===== src/rtl/led_pattern_sequencer.sv =====
// LED pattern sequencer: a small pattern RAM played out manually, wrapping, bouncing or once.
// led_out is registered (one cycle behind the read address); no backpressure, steps are paced by step_div_i.
module led_pattern_sequencer #(
    parameter int DATA_WIDTH = 8,
    parameter int MEM_DEPTH  = 16,
    parameter int ADDR_WIDTH = $clog2(MEM_DEPTH),
    parameter int DIV_WIDTH  = 24
) (
    input  logic                  sys_clk,
    input  logic                  reset,
    input  logic                  wr_en_i,
    input  logic [ADDR_WIDTH-1:0] wr_addr_i,
    input  logic [DATA_WIDTH-1:0] wr_data_i,
    input  logic [1:0]            mode_i,
    input  logic                  start_i,
    input  logic                  stop_i,
    input  logic [ADDR_WIDTH-1:0] addr_i,
    input  logic [DIV_WIDTH-1:0]  step_div_i,
    output logic [DATA_WIDTH-1:0] led_out,
    output logic [ADDR_WIDTH-1:0] cur_addr_o,
    output logic                  busy_o,
    output logic                  done_o
);

    typedef enum logic [1:0] {
        S_IDLE = 2'd0,
        S_RUN  = 2'd1,
        S_DONE = 2'd2
    } state_t;

    localparam logic [1:0] MODE_MANUAL  = 2'b00;
    localparam logic [1:0] MODE_WRAP    = 2'b01;
    localparam logic [1:0] MODE_BOUNCE  = 2'b10;
    localparam logic [1:0] MODE_ONESHOT = 2'b11;
    localparam logic [ADDR_WIDTH-1:0] LAST_ADDR = ADDR_WIDTH'(MEM_DEPTH - 1);

    state_t                r_state;
    state_t                w_state_nxt;
    logic [DATA_WIDTH-1:0] r_mem [MEM_DEPTH];
    logic [DATA_WIDTH-1:0] r_led;
    logic [ADDR_WIDTH-1:0] r_ptr;
    logic                  r_dir_up;
    logic [DIV_WIDTH-1:0]  r_cnt;
    logic [DIV_WIDTH-1:0]  r_div;
    logic [1:0]            r_mode;
    logic                  w_step;
    logic                  w_start;
    logic [ADDR_WIDTH-1:0] w_ptr_nxt;
    logic                  w_dir_nxt;
    logic                  w_busy;
    logic                  w_done;

    assign w_step  = (r_cnt == r_div);
    assign w_start = (mode_i != MODE_MANUAL) && start_i && !stop_i;

    always_ff @(posedge sys_clk) begin
        if (reset) begin
            r_state <= S_IDLE;
        end else begin
            r_state <= w_state_nxt;
        end
    end

    always_comb begin
        w_state_nxt = r_state;
        case (r_state)
            S_IDLE: begin
                if (w_start) begin
                    w_state_nxt = S_RUN;
                end
            end
            S_RUN: begin
                if (stop_i) begin
                    w_state_nxt = S_IDLE;
                end else if (w_step && (r_mode == MODE_ONESHOT) && (r_ptr == LAST_ADDR)) begin
                    w_state_nxt = S_DONE;
                end
            end
            S_DONE:  w_state_nxt = S_IDLE;
            default: w_state_nxt = S_IDLE;
        endcase
    end

    always_comb begin
        w_busy = (r_state == S_RUN);
        w_done = (r_state == S_DONE);
    end

    // Pointer movement for one step; one-shot parks on the last word while the FSM exits.
    always_comb begin
        w_ptr_nxt = r_ptr;
        w_dir_nxt = r_dir_up;
        case (r_mode)
            MODE_WRAP: begin
                w_ptr_nxt = (r_ptr == LAST_ADDR) ? '0 : r_ptr + 1'b1;
            end
            MODE_BOUNCE: begin
                if (r_dir_up) begin
                    if (r_ptr == LAST_ADDR) begin
                        w_ptr_nxt = LAST_ADDR - 1'b1;
                        w_dir_nxt = 1'b0;
                    end else begin
                        w_ptr_nxt = r_ptr + 1'b1;
                    end
                end else begin
                    if (r_ptr == '0) begin
                        w_ptr_nxt = ADDR_WIDTH'(1);
                        w_dir_nxt = 1'b1;
                    end else begin
                        w_ptr_nxt = r_ptr - 1'b1;
                    end
                end
            end
            MODE_ONESHOT: begin
                if (r_ptr != LAST_ADDR) begin
                    w_ptr_nxt = r_ptr + 1'b1;
                end
            end
            default: w_ptr_nxt = r_ptr;
        endcase
    end

    // Pattern storage survives reset; reads below see the pre-write word.
    always_ff @(posedge sys_clk) begin
        if (wr_en_i) begin
            r_mem[wr_addr_i] <= wr_data_i;
        end
    end

    always_ff @(posedge sys_clk) begin
        if (reset) begin
            r_led    <= '0;
            r_ptr    <= '0;
            r_dir_up <= 1'b1;
            r_cnt    <= '0;
            r_div    <= '0;
            r_mode   <= MODE_MANUAL;
        end else begin
            case (r_state)
                S_IDLE: begin
                    if (mode_i == MODE_MANUAL) begin
                        r_led <= r_mem[addr_i];
                    end else if (w_start) begin
                        r_mode   <= mode_i;
                        r_div    <= step_div_i;
                        r_ptr    <= '0;
                        r_dir_up <= 1'b1;
                        r_cnt    <= '0;
                    end
                end
                S_RUN: begin
                    if (!stop_i) begin
                        r_led <= r_mem[r_ptr];
                        if (w_step) begin
                            r_cnt    <= '0;
                            r_ptr    <= w_ptr_nxt;
                            r_dir_up <= w_dir_nxt;
                        end else begin
                            r_cnt <= r_cnt + 1'b1;
                        end
                    end
                end
                default: begin
                end
            endcase
        end
    end

    assign led_out    = r_led;
    assign cur_addr_o = r_ptr;
    assign busy_o     = w_busy;
    assign done_o     = w_done;

endmodule

===== config.mk =====
export PLATFORM = sky130hd
export DESIGN_NAME = led_pattern_sequencer
export DESIGN_NICKNAME = d
export VERILOG_FILES = /design/src/rtl/led_pattern_sequencer.sv
export SDC_FILE = /design/constraint.sdc
export NUM_CORES = 1
export LEC_CHECK = 0
export ABC_AREA = 1
export CAP_MARGIN = 20
export CORE_MARGIN = 1
export CORE_UTILIZATION = 25
export DETAILED_ROUTE_END_ITERATION = 8
export DONT_BUFFER_PORTS = 1
export HOLD_SLACK_MARGIN = 0.05
export SETUP_SLACK_MARGIN = 0.05
export SYNTH_ARGS = -nofsm -noshare
export SYNTH_HDL_FRONTEND = slang
export SYNTH_SLANG_ARGS = --single-unit
export TNS_END_PERCENT = 50

===== constraint.sdc =====
create_clock -name sys_clk -period 2.3 [get_ports sys_clk]
set_input_delay 0.115 -clock sys_clk [delete_from_list [all_inputs] [get_ports sys_clk]]
set_output_delay 0.115 -clock sys_clk [all_outputs]
set_load 0.02 [all_outputs]

==> results of run 1 <==
## layout make-up
class	count	share of cell area
Multi-Input combinational cell	873	0.350
Clock buffer	17	0.0359
Timing Repair Buffer	68	0.0557
Inverter	153	0.0484
Clock inverter	15	0.0132
Sequential cell	197	0.441
Tap cell	525	0.0554
## cell families after synthesis
logic type,Yosys count,synth area share
AND/OR/NAND/NOR,652,0.276
AO/OA/AOI/OAI,203,0.111
flip-flops,197,0.509
XOR/XNOR,12,0.0102
adder cells (fa/ha/maj),6,0.00731
buffers and inverters,219,0.0862
## cells in the mapped netlist (7+ instances only)
master	instances	share of area
nand3_1	170	0.083
xor2_1	10	0.0085
edfxtp_1	128	0.37
o21ai_0	76	0.037
o211ai_1	34	0.025
buf_2	24	0.012
nand2_1	365	0.13
inv_1	146	0.053
nor2_2	14	0.0085
o21bai_1	8	0.0059
nor2_1	68	0.025
inv_2	7	0.0026
dfxtp_1	69	0.13
a21oi_1	77	0.038
nand4_1	11	0.0067
clkbuf_1	38	0.014
## critical path: stages (launching register included)
cell	delay, ns
dfxtp_1	0.41
inv_1	0.11
nand2_1	0.07
nand2_1	0.05
nor2_1	0.11
nand2_1	0.06
nor2_1	0.18
nand3_2	0.14
o21ai_0	0.18
a21oi_1	0.08
dlygate4sd3_1	0.57
## power groups by stage
stage	Clock (mW)	Sequential (mW)	Combinational [mW]
final	2.95	3.98	1.03
after floorplan	0	4.02	0.730
after global routing	3.14	3.99	1.15
after CTS	3.00	3.98	1.02
after global placement	0	4.05	0.915
after detailed placement	0	4.06	0.924
## state kept, by name, indices dropped and copies added, names as in the netlist, named ones only
register / cells
r_dir_up: 1
cur_addr_o: 4
r_div: 24
r_state: 2
r_mem: 128
r_cnt: 24
r_mode: 2
led_out: 8
## metal layers
layer	up-vias	part of all wire	GRT usage
met1	4048	0.43	0.174
met3	46	0.066	0.0309
met4	0	0.029	0.0642
met2	308	0.47	0.233
met5	-	0	0
li1	4329	-	-
## timing repair
item	in CTS	in global routing
buffers inserted	0	0
hold buffers	40	0
gates resized for setup	0	1
endpoints found under the hold margin	159	0
endpoints found under the setup margin	0	1
## worst paths after layout
check / to / slack [ns] / cells after the start
setup reg to reg: r_state[0]$_SDFFE_PP0P_ / 0.22 / 10
hold reg to reg: r_div[18]$_SDFFE_PP0P_ / 0.47 / 2
hold / removal: led_out[2]$_SDFFE_PP0P_ / 0.06 / 4
setup / recovery: r_state[0]$_SDFFE_PP0P_ / 0.22 / 10
==> metrics.txt, run 1 <==
async set or reset register ratio after synthesis 0; Setup crit end kind register; Post-synth EDFFs 128; critical path class reg -> reg; clk slew on worst S/H paths 0.08 ns; most common cell after layout, fill and taps aside nand2_1; final core utilization 0.296; HPWL after detailed placement 19000 um; Post-Place Cells 1776; power share of the sequential group 0.500; worst slew pin tran 0.751 ns; initial core utilization 0.256; Detailed Route WL 29000 um; Final Hold Slack 0.0598 ns; Root Driver clkbuf_16; Hold WC Path Type in -> reg; prevailing post-synth register cell edfxtp_1; largest net degree at the start of global routing 129; pre-CTS setup slack 0.395 ns; Clock Power Share 0.371; max-cap violations 0; Die Ht 205 um; row cnt 73; maximum fanout along the worst path 5; H-Tree Depth 4; worst r2r src r_cnt[15]$_SDFFE_PP0P_; footprint of the multi-input gates 4150 um2; fin crit period 2.08 ns; design area 11900 um2; CTS tree yes; total die area 41900 um2; share of cells above drive strength 1 0.0733; Chip Width 205 um; setup TNS 0 ns; via count of the first global-routing pass 8296; initial DRC count 751; Max Slew Vio Count 0; VDD IR max 0.560 mV; FF/Latch Area 5230 um2; Setup Skew 0.0126 ns; Crit. Startpoint r_cnt[15]$_SDFFE_PP0P_; Max Fclk 0.480 GHz; wire per inst 15.7 um; Synth Cell Area 10300 um2; Worst-Skew Late Latency 0.46 ns; grt ovf 0; Startpoint Class register; Post-DP Area 10900 um2; IO buf count 0; fin cells 1848; DRC Markers 0; syn_area_per_cell 7.96 um2; Sw Share 0.287; Final WS setup 0.218 ns; synth unique cells 30; commonest cells after routing, fill and taps aside 365 x nand2_1, 170 x nand3_1, 146 x inv_1, 128 x edfxtp_1, 77 x a21oi_1; CTS Buf Count 17; post-synthesis sequential area ratio 0.509; core footprint 40100 um2; RSZ-0062 raised after global routing no; GRT Util Overall 0.141; Slew headroom 0.497; switching component of the power 2.28 mW; Mapped Cells 1289; Period Utilization, post-route 0.905; Comb pwr share 0.129; final-report hold violation count 0; Final ANT Viol Nets 0; Via-to-Cell Ratio 4.72; routed vias 8731; fillers 4118; RePlAce Congestion 0.863; initial antenna violation count 0; Syn. warnings 0; final total power 7.95 mW; CTS sink count 197; Layout Area Growth over Synthesis 15.5%; Longest Clk Path Bufs 2; Setup violations, final 0; Leak 4.59 nW; power density of the placed cells 671 nW/um2; Req. time, crit path 2.64 ns; first-pass GRT wire length 45300 um; Arr. time, crit path 2.42 ns; Syn Nets 1342; Yosys reg bits 197; status completed; fin nets 1363; DRT Pass-1 Iters 5; Ports 61; Internal 5.67 mW; Min-Delay Startpoint addr_i[3]; Ant. Diodes 0
Note: power is estimated with default switching activity, not from simulation.
==> run 2: changes to the inputs <==
ABC_AREA = not set   (was 1)
CTS_CLUSTER_DIAMETER = 40   (was not set)
==> metrics.txt, run 2 <==
HPWL after detailed placement 15400 um (was 19000 um); final-report hold violation count 0 (unchanged); Arr. time, crit path 2.48 ns (was 2.42 ns); initial DRC count 487 (was 751); final core utilization 0.308 (was 0.296); Synth Cell Area 9300 um2 (was 10300 um2); first-pass GRT wire length 36400 um (was 45300 um); Mapped Cells 687 (was 1289); top flop regs r_mem: 128 flops, r_cnt: 24 flops, r_div: 24 flops (unchanged); Final Hold Slack 0.0818 ns (was 0.0598 ns); Post-synth EDFFs 128 (unchanged); Leak 3.81 nW (was 4.59 nW); CP peak stage delay 0.69 ns (was 0.57 ns); Most flops, register r_mem (unchanged); Post-DP Area 10100 um2 (was 10900 um2); RePlAce Congestion 0.854 (was 0.863); largest net degree at the start of global routing 40 (was 129); fin crit period 2.13 ns (was 2.08 ns); max-cap violations 0 (unchanged); worst r2r path cells 5 (was 10); Period Utilization, post-route 0.924 (was 0.905); initial core utilization 0.254 (was 0.256); GRT Util Overall 0.128 (was 0.141); clk slew on worst S/H paths 0.07 ns (was 0.08 ns); Syn Nets 740 (was 1342); Chip Width 195 um (was 205 um); CP max-delay cell or4_1 (was dlygate4sd3_1); final total power 7.28 mW (was 7.95 mW); WHS Path Cells 3 (was 4); Root Driver clkbuf_16 (unchanged); Max Fclk 0.471 GHz (was 0.480 GHz); Longest Clk Path Bufs 2 (unchanged); worst path cell trace xor2_1 -> nor4_2 -> nand4_4 -> or4_1 -> o22ai_1 (was inv_1 -> nand2_1 -> nand2_1 -> nor2_1 -> nand2_1 -> nor2_1 -> nand3_2 -> o21ai_0 -> a21oi_1 -> dlygate4sd3_1); CTS Buf Count 17 (unchanged); Synth top area share 0.413 (was 0.374); CTS tree yes (unchanged); Post-Place Cells 1156 (was 1776); Die Ht 195 um (was 205 um); Hold WC Path Type in -> reg (unchanged); Max Slew Vio Count 0 (unchanged); prevailing post-synth register cell edfxtp_1 (unchanged); syn_area_per_cell 13.5 um2 (was 7.96 um2); Commonest cells post-synth 128 x edfxtp_1, 69 x dfxtp_1, 67 x mux4_2, 67 x nand2_1, 63 x nor2_1 (was 365 x nand2_1, 170 x nand3_1, 146 x inv_1); H-Tree Depth 4 (unchanged); Setup crit end kind register (unchanged); routed vias 6081 (was 8731); share of cells above drive strength 1 0.218 (was 0.0733); pre-CTS setup slack 0.178 ns (was 0.395 ns); most common cell after layout, fill and taps aside edfxtp_1 (was nand2_1); RSZ-0062 raised after global routing no (unchanged); Ports 61 (unchanged); r2r setup slk 0.17 ns (was 0.22 ns); Slew headroom 0.533 (was 0.497); Yosys top cell by area edfxtp_1 (unchanged); VDD IR max 0.442 mV (was 0.560 mV); Final WS setup 0.175 ns (was 0.218 ns); Syn. warnings 0 (unchanged); Final ANT Viol Nets 0 (unchanged); via count of the first global-routing pass 6259 (was 8296); switching component of the power 1.73 mW (was 2.28 mW); power share of the sequential group 0.538 (was 0.500); post-synthesis sequential area ratio 0.562 (was 0.509); CTS sink count 197 (unchanged); Via-to-Cell Ratio 4.84 (was 4.72); synth unique cells 51 (was 30); setup TNS 0 ns (unchanged); largest cells by area after synthesis edfxtp_1 41%, mux4_2 16%, dfxtp_1 15% (was edfxtp_1 37%, dfxtp_1 13%, nand2_1 13%); core footprint 36600 um2 (was 40100 um2); worst slew pin tran 0.699 ns (was 0.751 ns); IO buf count 0 (unchanged); Sw Share 0.237 (was 0.287); Worst-Skew Late Latency 0.43 ns (was 0.46 ns); Layout Area Growth over Synthesis 21.3% (was 15.5%); cts repair resizes 0 (unchanged); power density of the placed cells 645 nW/um2 (was 671 nW/um2); DRC Markers 0 (unchanged); Req. time, crit path 2.65 ns (was 2.64 ns); design area 11300 um2 (was 11900 um2); fin nets 826 (was 1363); wire per inst 18.9 um (was 15.7 um); Min-Delay Startpoint addr_i[3] (unchanged); Yosys reg bits 197 (unchanged); Detailed Route WL 23700 um (was 29000 um); maximum fanout along the worst path 8 (was 5); total die area 38000 um2 (was 41900 um2); commonest cells after routing, fill and taps aside 128 x edfxtp_1, 68 x dfxtp_1, 67 x nand2_1, 67 x mux4_2, 64 x dlygate4sd3_1 (was 365 x nand2_1, 170 x nand3_1, 146 x inv_1, 128 x edfxtp_1, 77 x a21oi_1); worst r2r src r_cnt[15]$_SDFFE_PP0P_ (unchanged); fin cells 1257 (was 1848); Clock Power Share 0.390 (was 0.371); most common cell in the netlist edfxtp_1 (was nand2_1); Internal 5.55 mW (was 5.67 mW); Startpoint Class register (unchanged); async set or reset register ratio after synthesis 0 (unchanged); DRT Pass-1 Iters 5 (unchanged); row cnt 70 (was 73); Worst Hold End led_out[2]$_SDFFE_PP0P_ (unchanged); critical path class reg -> reg (unchanged); status completed (unchanged); Setup Skew 0.0138 ns (was 0.0126 ns); initial antenna violation count 2 (was 0); Setup violations, final 0 (unchanged); grt ovf 0 (unchanged); Comb pwr share 0.072 (was 0.129); Largest register FFs 128 (unchanged)
run 2: cell types whose count changed after synthesis, moves of 23 or more:
cell      previous run  this run
xor2_1              10        33
nand2_1            365        67
o21ai_0             76         6
o211ai_1            34         2
nand3_1            170         9
a21oi_1             77        33
inv_1              146        14
mux4_2               0        67
run 2: power by group through the flow:
stage	clock (mW)	sequential (mW)	combinational [mW]
3_3_place_gp	0	4.00	0.391
6_report	2.84	3.92	0.527
5_1_grt	3.04	3.92	0.572
2_1_floorplan	0	3.97	0.337
3_5_place_dp	0	4.00	0.395
4_1_cts	2.90	3.92	0.527
run 2: logic make-up after synthesis:
logic type | count (synthesis) | synth area share
xor+xnor | 45 | 0.0424
compound gates | 83 | 0.0565
simple gates | 205 | 0.110
buf+inv | 53 | 0.0234
mux | 98 | 0.198
flops | 197 | 0.562
fa+ha+maj | 6 | 0.00807
run 2: metal layers:
| layer | vias to the layer above | GRT usage | routed length (um) |
|---|---|---|---|
| met5 | - | 0 | 0 |
| met4 | 0 | 0.0312 | 241 |
| met3 | 15 | 0.0366 | 2160 |
| met2 | 210 | 0.207 | 11200 |
| met1 | 3030 | 0.168 | 10100 |
| li1 | 2826 | - | - |
run 2: critical path, delay by kind of cell (launching register included):
family | cells | cell delay (ns)
compound gates | 1 | 0.18
xor+xnor | 1 | 0.18
flops | 1 | 0.36
simple gates | 3 | 1.31
run 2: area by class of cell:
class / count / area, um2
tap: 468 / 586
fill: 3609 / 25300
multi-input combinational: 437 / 3860
clock buffer: 18 / 439
timing repair buffer: 106 / 993
inverter: 14 / 52.6
antenna: 3 / 7.51
clock inverter: 14 / 121
sequential: 197 / 5230
run 2: repair_timing:
action	in CTS	in global routing
hold endpoints to repair	183	0
hold buffers	65	0
setup buffers	0	1
setup endpoints to repair	0	1
run 2: worst max path at each step:
stage | start | endpoint
after floorplan | cur_addr_o[0]$_SDFFE_PP0P_ | register
after global placement | r_cnt[22]$_SDFFE_PP0P_ | register
after detailed placement | r_cnt[15]$_SDFFE_PP0P_ | cur_addr_o[0]$_SDFFE_PP0P_
after CTS | r_cnt[15]$_SDFFE_PP0P_ | cur_addr_o[0]$_SDFFE_PP0P_
after global routing | r_cnt[8]$_SDFFE_PP0P_ | register
final | r_cnt[15]$_SDFFE_PP0P_ | register
==> run 3: changes to the inputs <==
CELL_PAD_IN_SITES_DETAIL_PLACEMENT = 0   (was not set)
CELL_PAD_IN_SITES_GLOBAL_PLACEMENT = 1   (was not set)
CORE_UTILIZATION = 50   (was 25)
PLACE_DENSITY_LB_ADDON = 0.1   (was not set)
==> metrics.txt, run 3 (synthesis gave the netlist of run 2 again) <==
design area 10900 um2 (was 11300 um2); worst r2r src r_cnt[14]$_SDFFE_PP0P_ (was r_cnt[15]$_SDFFE_PP0P_); DRC Markers 20 (was 0); max-cap violations 0 (unchanged); pre-CTS setup slack 0.187 ns (was 0.178 ns); fin nets 816 (was 826); Setup violations, final 0 (unchanged); Layout Area Growth over Synthesis 17.2% (was 21.3%); Longest Clk Path Bufs 2 (unchanged); Req. time, crit path 2.63 ns (was 2.65 ns); RePlAce Congestion 0.846 (was 0.854); failing checks design-rule violations; clk slew on worst S/H paths 0.07 ns (about the same); H-Tree Depth 4 (unchanged); final-report hold violation count 0 (unchanged); row cnt 49 (was 70); worst slew pin tran 0.716 ns (was 0.699 ns); fillers 1385 (was 3609); maximum fanout along the worst path 8 (unchanged); Leak 3.75 nW (was 3.81 nW); setup TNS 0 ns (unchanged); Period Utilization, post-route 0.924 (about the same); Crit. Startpoint r_cnt[14]$_SDFFE_PP0P_ (was r_cnt[15]$_SDFFE_PP0P_); Final WS setup 0.174 ns (was 0.175 ns); initial DRC count 540 (was 487); Startpoint Class register (unchanged); critical path class reg -> reg (unchanged); power density of the placed cells 667 nW/um2 (was 645 nW/um2); grt ovf 0 (unchanged); initial antenna violation count 0 (was 2); Final ANT Viol Nets 0 (unchanged); most common cell after layout, fill and taps aside edfxtp_1 (unchanged); Setup Skew 0.0124 ns (was 0.0138 ns); IO buf count 0 (unchanged); top flop regs r_mem: 128 flops, r_cnt: 24 flops, r_div: 24 flops (unchanged); r2r setup slk 0.17 ns (about the same); Via-to-Cell Ratio 6.09 (was 4.84); Most flops, register r_mem (unchanged); status finished, violations left (was completed); first-pass GRT wire length 35400 um (was 36400 um); core footprint 18100 um2 (was 36600 um2); Setup crit end kind register (unchanged); Ports 61 (unchanged); Arr. time, crit path 2.46 ns (was 2.48 ns); CTS sink count 197 (unchanged); Slew headroom 0.521 (was 0.533); total die area 19200 um2 (was 38000 um2); Worst-Skew Late Latency 0.44 ns (was 0.43 ns); wire per inst 22.4 um (was 18.9 um); Max Fclk 0.470 GHz (was 0.471 GHz); Hold WC Path Type in -> reg (unchanged); CTS Buf Count 17 (unchanged); routed vias 6126 (was 6081); VDD IR max 0.567 mV (was 0.442 mV); via count of the first global-routing pass 6189 (was 6259); Largest register FFs 128 (unchanged); DRT Pass-1 Iters 7 (was 5); postcts setup bufs 0 (unchanged); CTS tree yes (unchanged); share of cells above drive strength 1 0.214 (was 0.218); HPWL after detailed placement 14600 um (was 15400 um); Post-DP Area 9730 um2 (was 10100 um2); Detailed Route WL 22600 um (was 23700 um); GRT Util Overall 0.250 (was 0.128); largest net degree at the start of global routing 40 (unchanged); Chip Width 138 um (was 195 um); RSZ-0062 raised after global routing no (unchanged); worst r2r path cells 5 (unchanged); Root Driver clkbuf_16 (unchanged); initial core utilization 0.514 (was 0.254); Max Slew Vio Count 0 (unchanged); Die Ht 138 um (was 195 um); commonest cells after routing, fill and taps aside 128 x edfxtp_1, 68 x dfxtp_1, 67 x nand2_1, 67 x mux4_2, 63 x nor2_1 (was 128 x edfxtp_1, 68 x dfxtp_1, 67 x nand2_1, 67 x mux4_2, 64 x dlygate4sd3_1); final core utilization 0.603 (was 0.308); fin crit period 2.13 ns (about the same); final total power 7.27 mW (was 7.28 mW)
[run 3: power breakdown]
part	switching (mW)	internal (mW)	leakage, nW	total [mW]
registers	0.0699	3.84	1.72	3.91
logic	0.261	0.262	1.76	0.523
clock network	1.40	1.44	0.276	2.83
[run 3: area by class of cell]
class | count | area, um2 | area share
sequential | 197 | 5230 | 0.479
multi-input combinational | 437 | 3870 | 0.355
timing repair buffer | 96 | 903 | 0.0828
clock buffer | 18 | 429 | 0.0393
tap | 229 | 287 | 0.0263
clock inverter | 14 | 138 | 0.0126
inverter | 14 | 52.6 | 0.00482
antenna | 1 | 2.50 | 0.000229
[run 3: timing repair]
action,CTS,global route
endpoints found under the setup margin,0,5
hold buffers,59,0
hold endpoints to repair,175,0
gates resized for setup,0,1
[run 3: per-layer routing]
layer  vias to the layer above  wire length, um  GRT usage
li1                       2800                -          -
met2                       200            11300      0.415
met3                        32             1580     0.0610
met4                         0              427     0.0852
met5                         -                0          0
met1                      3094             9260      0.322
[run 3: worst max-delay path: stages (launching register included)]
cell and delay (ns):
dfxtp_1 0.47, xor2_1 0.17, nor4_4 0.34, nand4_4 0.16, or4_1 0.69, o32ai_1 0.19
[run 3: how the worst min path moves through the flow]
| stage | start | endpoint | cells after the start | slack, ns |
|---|---|---|---|---|
| 6_report | addr_i[3] | led_out[4]$_SDFFE_PP0P_ | 3 | 0.07 |
| 5_1_grt | wr_addr_i[0] | r_mem[12][2]$_DFFE_PP_ | 2 | 0.06 |
| 4_1_cts | wr_addr_i[0] | r_mem[12][3]$_DFFE_PP_ | 2 | 0.06 |
| 3_5_place_dp | reset | r_div[10]$_SDFFE_PP0P_ | 1 | 0.19 |
| 3_3_place_gp | reset | r_mode[1]$_SDFFE_PP0P_ | 1 | 0.19 |
| 2_1_floorplan | wr_data_i[0] | r_mem[0][0]$_DFFE_PP_ | 0 | 0.21 |
[run 3: stage by stage]
step / std cells / hold slack, ns
floorplan: 687 / 0.214
finish: 1006 / 0.0708
global route: 1005 / 0.0647
CTS: 1005 / 0.0628
detailed placement: 914 / 0.195
global placement: 914 / 0.190
